### config.mk
export PLATFORM = sky130hd
export DESIGN_NAME = mem_arbiter
export DESIGN_NICKNAME = d
export VERILOG_FILES = /design/src/rtl/mem_arbiter.sv
export SDC_FILE = /design/constraint.sdc
export NUM_CORES = 1
export LEC_CHECK = 0
export CORE_MARGIN = 3
export CORE_UTILIZATION = 35
export CTS_BUF_LIST = sky130_fd_sc_hd__clkbuf_16
export CTS_CLUSTER_DIAMETER = 50
export DETAILED_ROUTE_END_ITERATION = 10
export HOLD_SLACK_MARGIN = 0.05
export PLACE_DENSITY = 0.74
export SYNTH_ARGS = -nofsm -noshare
export SYNTH_HDL_FRONTEND = slang
export SYNTH_SLANG_ARGS = --single-unit
### constraint.sdc
create_clock -name CLK -period 1.9 [get_ports CLK]
set_input_delay 0.19 -clock CLK [delete_from_list [all_inputs] [get_ports CLK]]
set_output_delay 0.19 -clock CLK [all_outputs]
set_load 0.005 [all_outputs]
### src/rtl/mem_arbiter.sv
// mem_arbiter: single-port RAM arbiter between instruction fetch and data
// memory. Data requests take priority over fetches. Each access drives the RAM
// until it reports ACCESS or ERROR, the request is withdrawn, or the wait
// counter expires. A completed access produces a one-cycle ihit or dhit pulse.
module mem_arbiter #(
    parameter int TIMEOUT = 255,
    parameter int CNT_W   = 8
) (
    input  logic        CLK,
    input  logic        nRST,
    input  logic        iREN,
    input  logic [31:0] iaddr,
    input  logic        dREN,
    input  logic        dWEN,
    input  logic [31:0] daddr,
    input  logic [31:0] dstore,
    output logic        ihit,
    output logic        dhit,
    output logic [31:0] iload,
    output logic [31:0] dload,
    output logic        ramREN,
    output logic        ramWEN,
    output logic [31:0] ramaddr,
    output logic [31:0] ramstore,
    input  logic [31:0] ramload,
    input  logic [1:0]  ramstate,
    output logic        err
);

    typedef enum logic [2:0] {
        IDLE   = 3'd0,
        I_ACC  = 3'd1,
        D_ACC  = 3'd2,
        I_RESP = 3'd3,
        D_RESP = 3'd4
    } state_t;

    localparam logic [1:0] RAM_ACCESS = 2'd2;
    localparam logic [1:0] RAM_ERROR  = 2'd3;

    state_t           state, next_state;
    logic [CNT_W-1:0] cnt;
    logic             is_wr;     // latched data op: 1 = store
    logic             grant_d, grant_i;
    logic             acc_ok, acc_err, timed_out;
    logic             in_acc, req_held;

    // State register; reset drops any access in flight, so the decoded
    // strobes fall asynchronously with nRST.
    always_ff @(posedge CLK or negedge nRST) begin
        if (!nRST) state <= IDLE;
        else       state <= next_state;
    end

    // Next-state logic: data beats fetch in IDLE; an access ends on ACCESS,
    // ERROR, timeout or withdrawal of the request, in that priority order.
    always_comb begin
        next_state = state;
        grant_d    = 1'b0;
        grant_i    = 1'b0;
        acc_ok     = 1'b0;
        acc_err    = 1'b0;
        timed_out  = 1'b0;
        in_acc     = (state == I_ACC) || (state == D_ACC);
        req_held   = (state == D_ACC) ? (dREN | dWEN) : iREN;
        case (state)
            IDLE: begin
                if (dREN | dWEN) begin
                    grant_d    = 1'b1;
                    next_state = D_ACC;
                end else if (iREN) begin
                    grant_i    = 1'b1;
                    next_state = I_ACC;
                end
            end
            I_ACC, D_ACC: begin
                if (ramstate == RAM_ACCESS) begin
                    acc_ok     = 1'b1;
                    next_state = (state == I_ACC) ? I_RESP : D_RESP;
                end else if (ramstate == RAM_ERROR) begin
                    // Still hit so the pipeline does not stall forever.
                    acc_err    = 1'b1;
                    next_state = (state == I_ACC) ? I_RESP : D_RESP;
                end else if (cnt == CNT_W'(TIMEOUT - 1)) begin
                    // This is the TIMEOUT-th cycle spent waiting.
                    timed_out  = 1'b1;
                    next_state = IDLE;
                end else if (!req_held) begin
                    next_state = IDLE;
                end
            end
            I_RESP, D_RESP: next_state = IDLE;
            default:        next_state = IDLE;
        endcase
    end

    // Wait counter: cleared on grant, counts every cycle spent in an ACC state.
    always_ff @(posedge CLK or negedge nRST) begin
        if (!nRST)                 cnt <= '0;
        else if (grant_d | grant_i) cnt <= '0;
        else if (in_acc)            cnt <= cnt + 1'b1;
    end

    // Request latch: address/data/op captured at grant and held for the whole
    // access; ramaddr/ramstore keep their last values between accesses.
    always_ff @(posedge CLK or negedge nRST) begin
        if (!nRST) begin
            ramaddr  <= '0;
            ramstore <= '0;
            is_wr    <= 1'b0;
        end else if (grant_d) begin
            ramaddr  <= daddr;
            ramstore <= dstore;
            is_wr    <= dWEN;
        end else if (grant_i) begin
            ramaddr  <= iaddr;
        end
    end

    // Load registers capture RAM data only on a successful read.
    always_ff @(posedge CLK or negedge nRST) begin
        if (!nRST) begin
            iload <= '0;
            dload <= '0;
        end else if (acc_ok) begin
            if (state == I_ACC)  iload <= ramload;
            else if (!is_wr)     dload <= ramload;
        end
    end

    // Sticky error flag: RAM ERROR or wait-counter expiry.
    always_ff @(posedge CLK or negedge nRST) begin
        if (!nRST)                  err <= 1'b0;
        else if (acc_err | timed_out) err <= 1'b1;
    end

    assign ramREN = (state == I_ACC) || ((state == D_ACC) && !is_wr);
    assign ramWEN = (state == D_ACC) && is_wr;
    assign ihit   = (state == I_RESP);
    assign dhit   = (state == D_RESP);

endmodule

==> After elaboration in Yosys (flattened, before gate mapping) <==
Index checks and enable logic that the tools add are counted.
W data, S select, Z words.
{ "totals": {"ff_bits": 141, "input_bits": 135, "out_inout_bits": 133, "wordCells": 62} }
{ "op_classes": {"addsub": 1, "eq_ne": 9, "mux": 27, "bitwise_logic": 5, "reduce_logical": 12} }
{ "ops": {"columns": ["operator", "count"], "rows": [
  ["$mux W32", 2],
  ["$mux W3", 7],
  ["$mux W8", 2],
  ["$mux W1", 15],
  ["$add A8 B1 Y8 const B", 1],
  ["$eq A8 B8 Y1 const B", 1],
  ["$eq A3 B2 Y1 const B", 2],
  ["$pmux W3 S2", 1],
  ["$ne A5 B5 Y1 const B", 1],
  ["$eq A2 B2 Y1 const B", 2],
  ["$reduce_and A2 Y1", 2],
  ["$reduce_bool A2 Y1", 2],
  ["$eq A3 B1 Y1 const B", 1],
  ["$eq A3 B3 Y1 const B", 1],
  ["$logic_not A3 Y1", 1],
  ["$ne A3 B3 Y1 const B", 1],
  ["$or A1 B1 Y1", 3],
  ["$reduce_and A3 Y1", 1],
  ["$logic_and A1 B1 Y1", 2],
  ["$logic_or A1 B1 Y1", 2],
  ["$not A1 Y1", 2],
  ["$reduce_or A2 Y1", 1],
  ["$logic_not A1 Y1", 1]
]} }

==> Logic depth before layout (Yosys ltp) <==
{ "logic_depth": {"ltp_word": 7, "depth_mapped": 7, "mapped_depth_nobuf": 5} }

==> Least setup slack after synthesis <==
No wires, ideal clock.
{ "synth_timing": {"path_type": "register -> register", "startpoint": "reg state[1]", "endpoint": "reg ramstore[0]", "setup_ps": 127, "arrival_time_ps": 1510, "required_ps": 1773, "path_slack_ps": 262, "stages_incl_launch_ff": 7, "synth_period_minus_slack_ps": 1638, "path_cell_list": "dfrtp_1 > buf_4 > nor3_4 > and2_1 > buf_4 > buf_6 > mux2_1"} }
{ "synth_between": {"elab_chain_cells": 2} }
{ "synth_lines": {"columns": ["item", "line", "source"], "rows": [
  ["start: declaration", "41", "state_t state, next_state;"],
  ["start signal: assignment", "52", "else state <= next_state;"],
  ["$logic_not A3 Y1", "66", "case (state)"],
  ["$mux W1", "66", null],
  ["end signal: assignment", "113", "ramstore <= dstore;"],
  ["end: declaration", "24", "output logic [31:0] ramstore,"]
]} }
Every way passes these cells.
A chain may end at the register's enable or synchronous reset.

==> Worst setup path in the final report <==
{ "layout_timing": {"startpoint": "reg state[1]", "endpoint": "reg ramstore[28]"} }
Same word-level chain as after synthesis.

==> summary.md <==
| Metric | Value |
|---|---|
| Run status | `completed` |
| IO Port Bufs | `between 200 and 300` |
| Hold Path Class | `primary input to asynchronous set/reset pin` |
| Asr flop ratio synth | `100%` |
| Cell Pwr Density | `about 1500 nW/um^2` |
| Largest net degree at the start of global routing | `54` |
| Final Util | `just under 60%` |
| Leak | `3.95 nW` |
| Synth top area share | `between 60% and 70%` |
| Mapped Area | `~5700 um^2` |
| Worst setup path class | `register to register` |
| RSZ-0062 raised after global routing | `false` |
| Distinct cells, synth | `38` |
| Die width | `134 um` |
| Root Buffer | `clkbuf_16` |
| Post-route setup slack | `between 0.1 and 0.15 ns` |
| Clk buf depth | `2` |
| Total GRT Usage | `18.1%` |
| Via count | `roughly 4,500` |
| Row Count | `46` |
| Post-synth EDFFs | `0` |
| FMAX | `562 MHz` |
| Final setup viols | `0` |
| Sw Pwr | `4.16 mW` |
| Drt total wl | `about 16 mm` |
| Top FF cell, synth | `dfrtp_1` |
| Total CTS buffers | `17` |
| CP Launch Point | `state[1]` |
| Area Growth Syn to Fin | `64.8%` |
| CTS tree | `yes` |
| Share of cells above drive strength 1 | `8.79%` |
| Initial Util | `about 36%` |
| Endpoints failing hold | `0` |
| TritonRoute pass-1 iters | `4` |
| Height of the die | `around 130 um` |
| DP Area | `approximately 8700 um^2` |
| Number of I/O pins | `268` |
| Worst Path Arrival | `2.07 ns` |
| Number of DRC markers in iteration 0 | `between 200 and 250` |
| Fillers | `~1,300` |
| GRT overflow | `0` |
| Synth area leader | `dfrtp_1` |
| Routability congestion estimate from global placement | `about 0.8` |
| CTS H-tree depth | `4` |
| VDD IR-drop max | `~0.64 mV` |
| Setup_tns | `0 ns` |
| Routed length per placed instance | `between 15 and 20 um` |
| Die area | `~18,000 um^2` |
| Vias/cell | `approximately 4.8` |
| Drc violations | `0` |
| Clk Latency, worst-skew pair | `a little over 0.4 ns` |
| Startpoint types | `register` |
| Final period util | `a little over nine tenths` |
| Initial antenna violation count | `0` |
| Pre-CTS setup slack | `0.118 ns` |
| Fin Clk Skew | `0.00831 ns` |
| Remaining antenna violation count | `0` |
| RR Startpoint | `state[1]` |
| Synth top area cells | `dfrtp_1 (62%), mux2_1 (19%), o22ai_1 (3.5%), a21oi_1 (3.1%), nor2_1 (3.0%)` |
| Sequential share of power | `a little over a third` |
| Period minus WS final | `about 1.8 ns` |
| Measured slew at the worst slew-check pin | `~0.5 ns` |
| Avg Inst Size Synth | `13.3 um^2` |
| Reg2reg path depth | `6` |
| Fin area | `roughly 9400 um^2` |
| Post-layout nets | `between 800 and 900` |
| Placed wire-length estimate | `~12 mm` |
| Relative slew slack | `66.1%` |
| # diodes | `0` |
| Most common cell after layout, fill and taps aside | `clkdlybuf4s50_1` |
| Sw frac | `between 20 and 30%` |
| Reg clk slew, reported paths | `~0.060 ns` |
| Register-to-register setup slack | `0.12 ns` |
| Commonest non-fill, non-tap cells in the layout | `clkdlybuf4s50_1 (263), dfrtp_1 (138), mux2_1 (96)` |
| Number of synthesized register bits | `roughly 140` |
| Vias in the first global route | `4,925` |
| R2R Path End | `ramstore[28]` |
| Critical Path End | `ramstore[28]` |
| Core area | `around 16,000 um^2` |
| Data required, critical path | `between 2 and 2.5 ns` |
| Critical Path End Type | `register` |
| Combinational group share of total power | `about two fifths` |
| Syn Nets | `between 500 and 600` |
| Register area share after synthesis | `61.9%` |
| Maxcap violations | `0` |
| Pint | `about 10 mW` |
| Final max-slew violation count | `0` |
| Clk pwr share | `approximately 23%` |
| Yosys warning count | `0` |
| Global-route wire length before repair | `25.5 mm` |
| Critical path fanouts, max | `16` |
| Cells after synthesis | `about 430` |
| CTS Sinks | `between 100 and 150` |
[metrics by stage]
stage | hold WS, ns | power, mW | std cells
after floorplan | -0.106 | 7.23 | 429
after global placement | 0.174 | 10.8 | 902
after detailed placement | 0.189 | 11.0 | 902
after CTS | 0.319 | 14.4 | 942
after global routing | 0.358 | 15.2 | 944
final | 0.316 | 14.3 | 944
[layer usage]
layer  GRT usage (%)  vias up  part of all wire, %
met5               0        -                    0
met4            6.63        0                  1.5
met3            7.25       20                  9.1
met2            30.8      204                   50
met1            20.6     2180                   40
li1                -     2115                    -
[sequential cells by signal, summed over array words and instances (netlist names)]
signal	flops
dload	32
iload	32
ramaddr	32
ramstore	32
cnt	8
state	3
err	1
is_wr	1
[logic make-up after synthesis]
logic type | count (synthesis) | synth area share, %
fa+ha+maj | 2 | 0.439
mux | 96 | 19.0
buf+inv | 29 | 2.94
simple gates | 74 | 6.45
xor+xnor | 5 | 0.900
compound gates | 82 | 8.41
flops | 141 | 61.9
[cell usage after synthesis (all sizes together), types with 3 or more instances]
| library cell | number |
|---|---|
| dfrtp | 141 |
| mux2 | 96 |
| nor2 | 45 |
| a21oi | 35 |
| o22ai | 32 |
| buf | 17 |
| clkbuf | 9 |
| o21ai | 8 |
| xnor2 | 5 |
| nand2 | 4 |
| nand3 | 4 |
| and2 | 3 |
| inv | 3 |
| nor3 | 3 |
[power groups by stage]
stage	Combinational (mW)	Sequential (mW)	Clock, mW
6_report	5.94	5.12	3.28
5_1_grt	6.41	5.32	3.50
4_1_cts	5.91	5.15	3.37
3_5_place_dp	5.80	5.22	0
3_3_place_gp	5.63	5.15	0
2_1_floorplan	2.01	5.23	0
[final cells by class]
type | count | area (um^2) | area share (%)
clock buffer | 17 | 425 | 4.53
timing repair buffer | 293 | 2970 | 31.7
sequential | 141 | 3530 | 37.6
tap | 216 | 270 | 2.88
multi-input combinational | 259 | 2020 | 21.5
inverter | 3 | 11.3 | 0.120
clock inverter | 15 | 159 | 1.69
[worst max-delay path: stages, from the launching register on]
cell and delay (ns):
dfrtp_2 0.40, buf_4 0.15, buf_4 0.15, nor3_4 0.20
and2_4 0.23, clkbuf_16 0.20, mux2_1 0.33
[how the worst min path moves through the flow]
stage                  end  slack, ns
2_1_floorplan       cnt[0]      -0.11
3_3_place_gp      iload[6]       0.17
3_5_place_dp      iload[6]       0.19
4_1_cts        ramstore[9]       0.32
5_1_grt           iload[2]       0.36
6_report       ramstore[2]       0.32
[what timing repair did]
action / CTS / global route
endpoints found under the hold margin: 51 / 0
hold buffers: 1 / 0
setup endpoints to repair: 4 / 33
setup buffers: 7 / 1
resized for setup: 6 / 3
gates cloned: 0 / 1
pin swaps: 0 / 0
No activity file was read; power rests on OpenSTA's default activity.
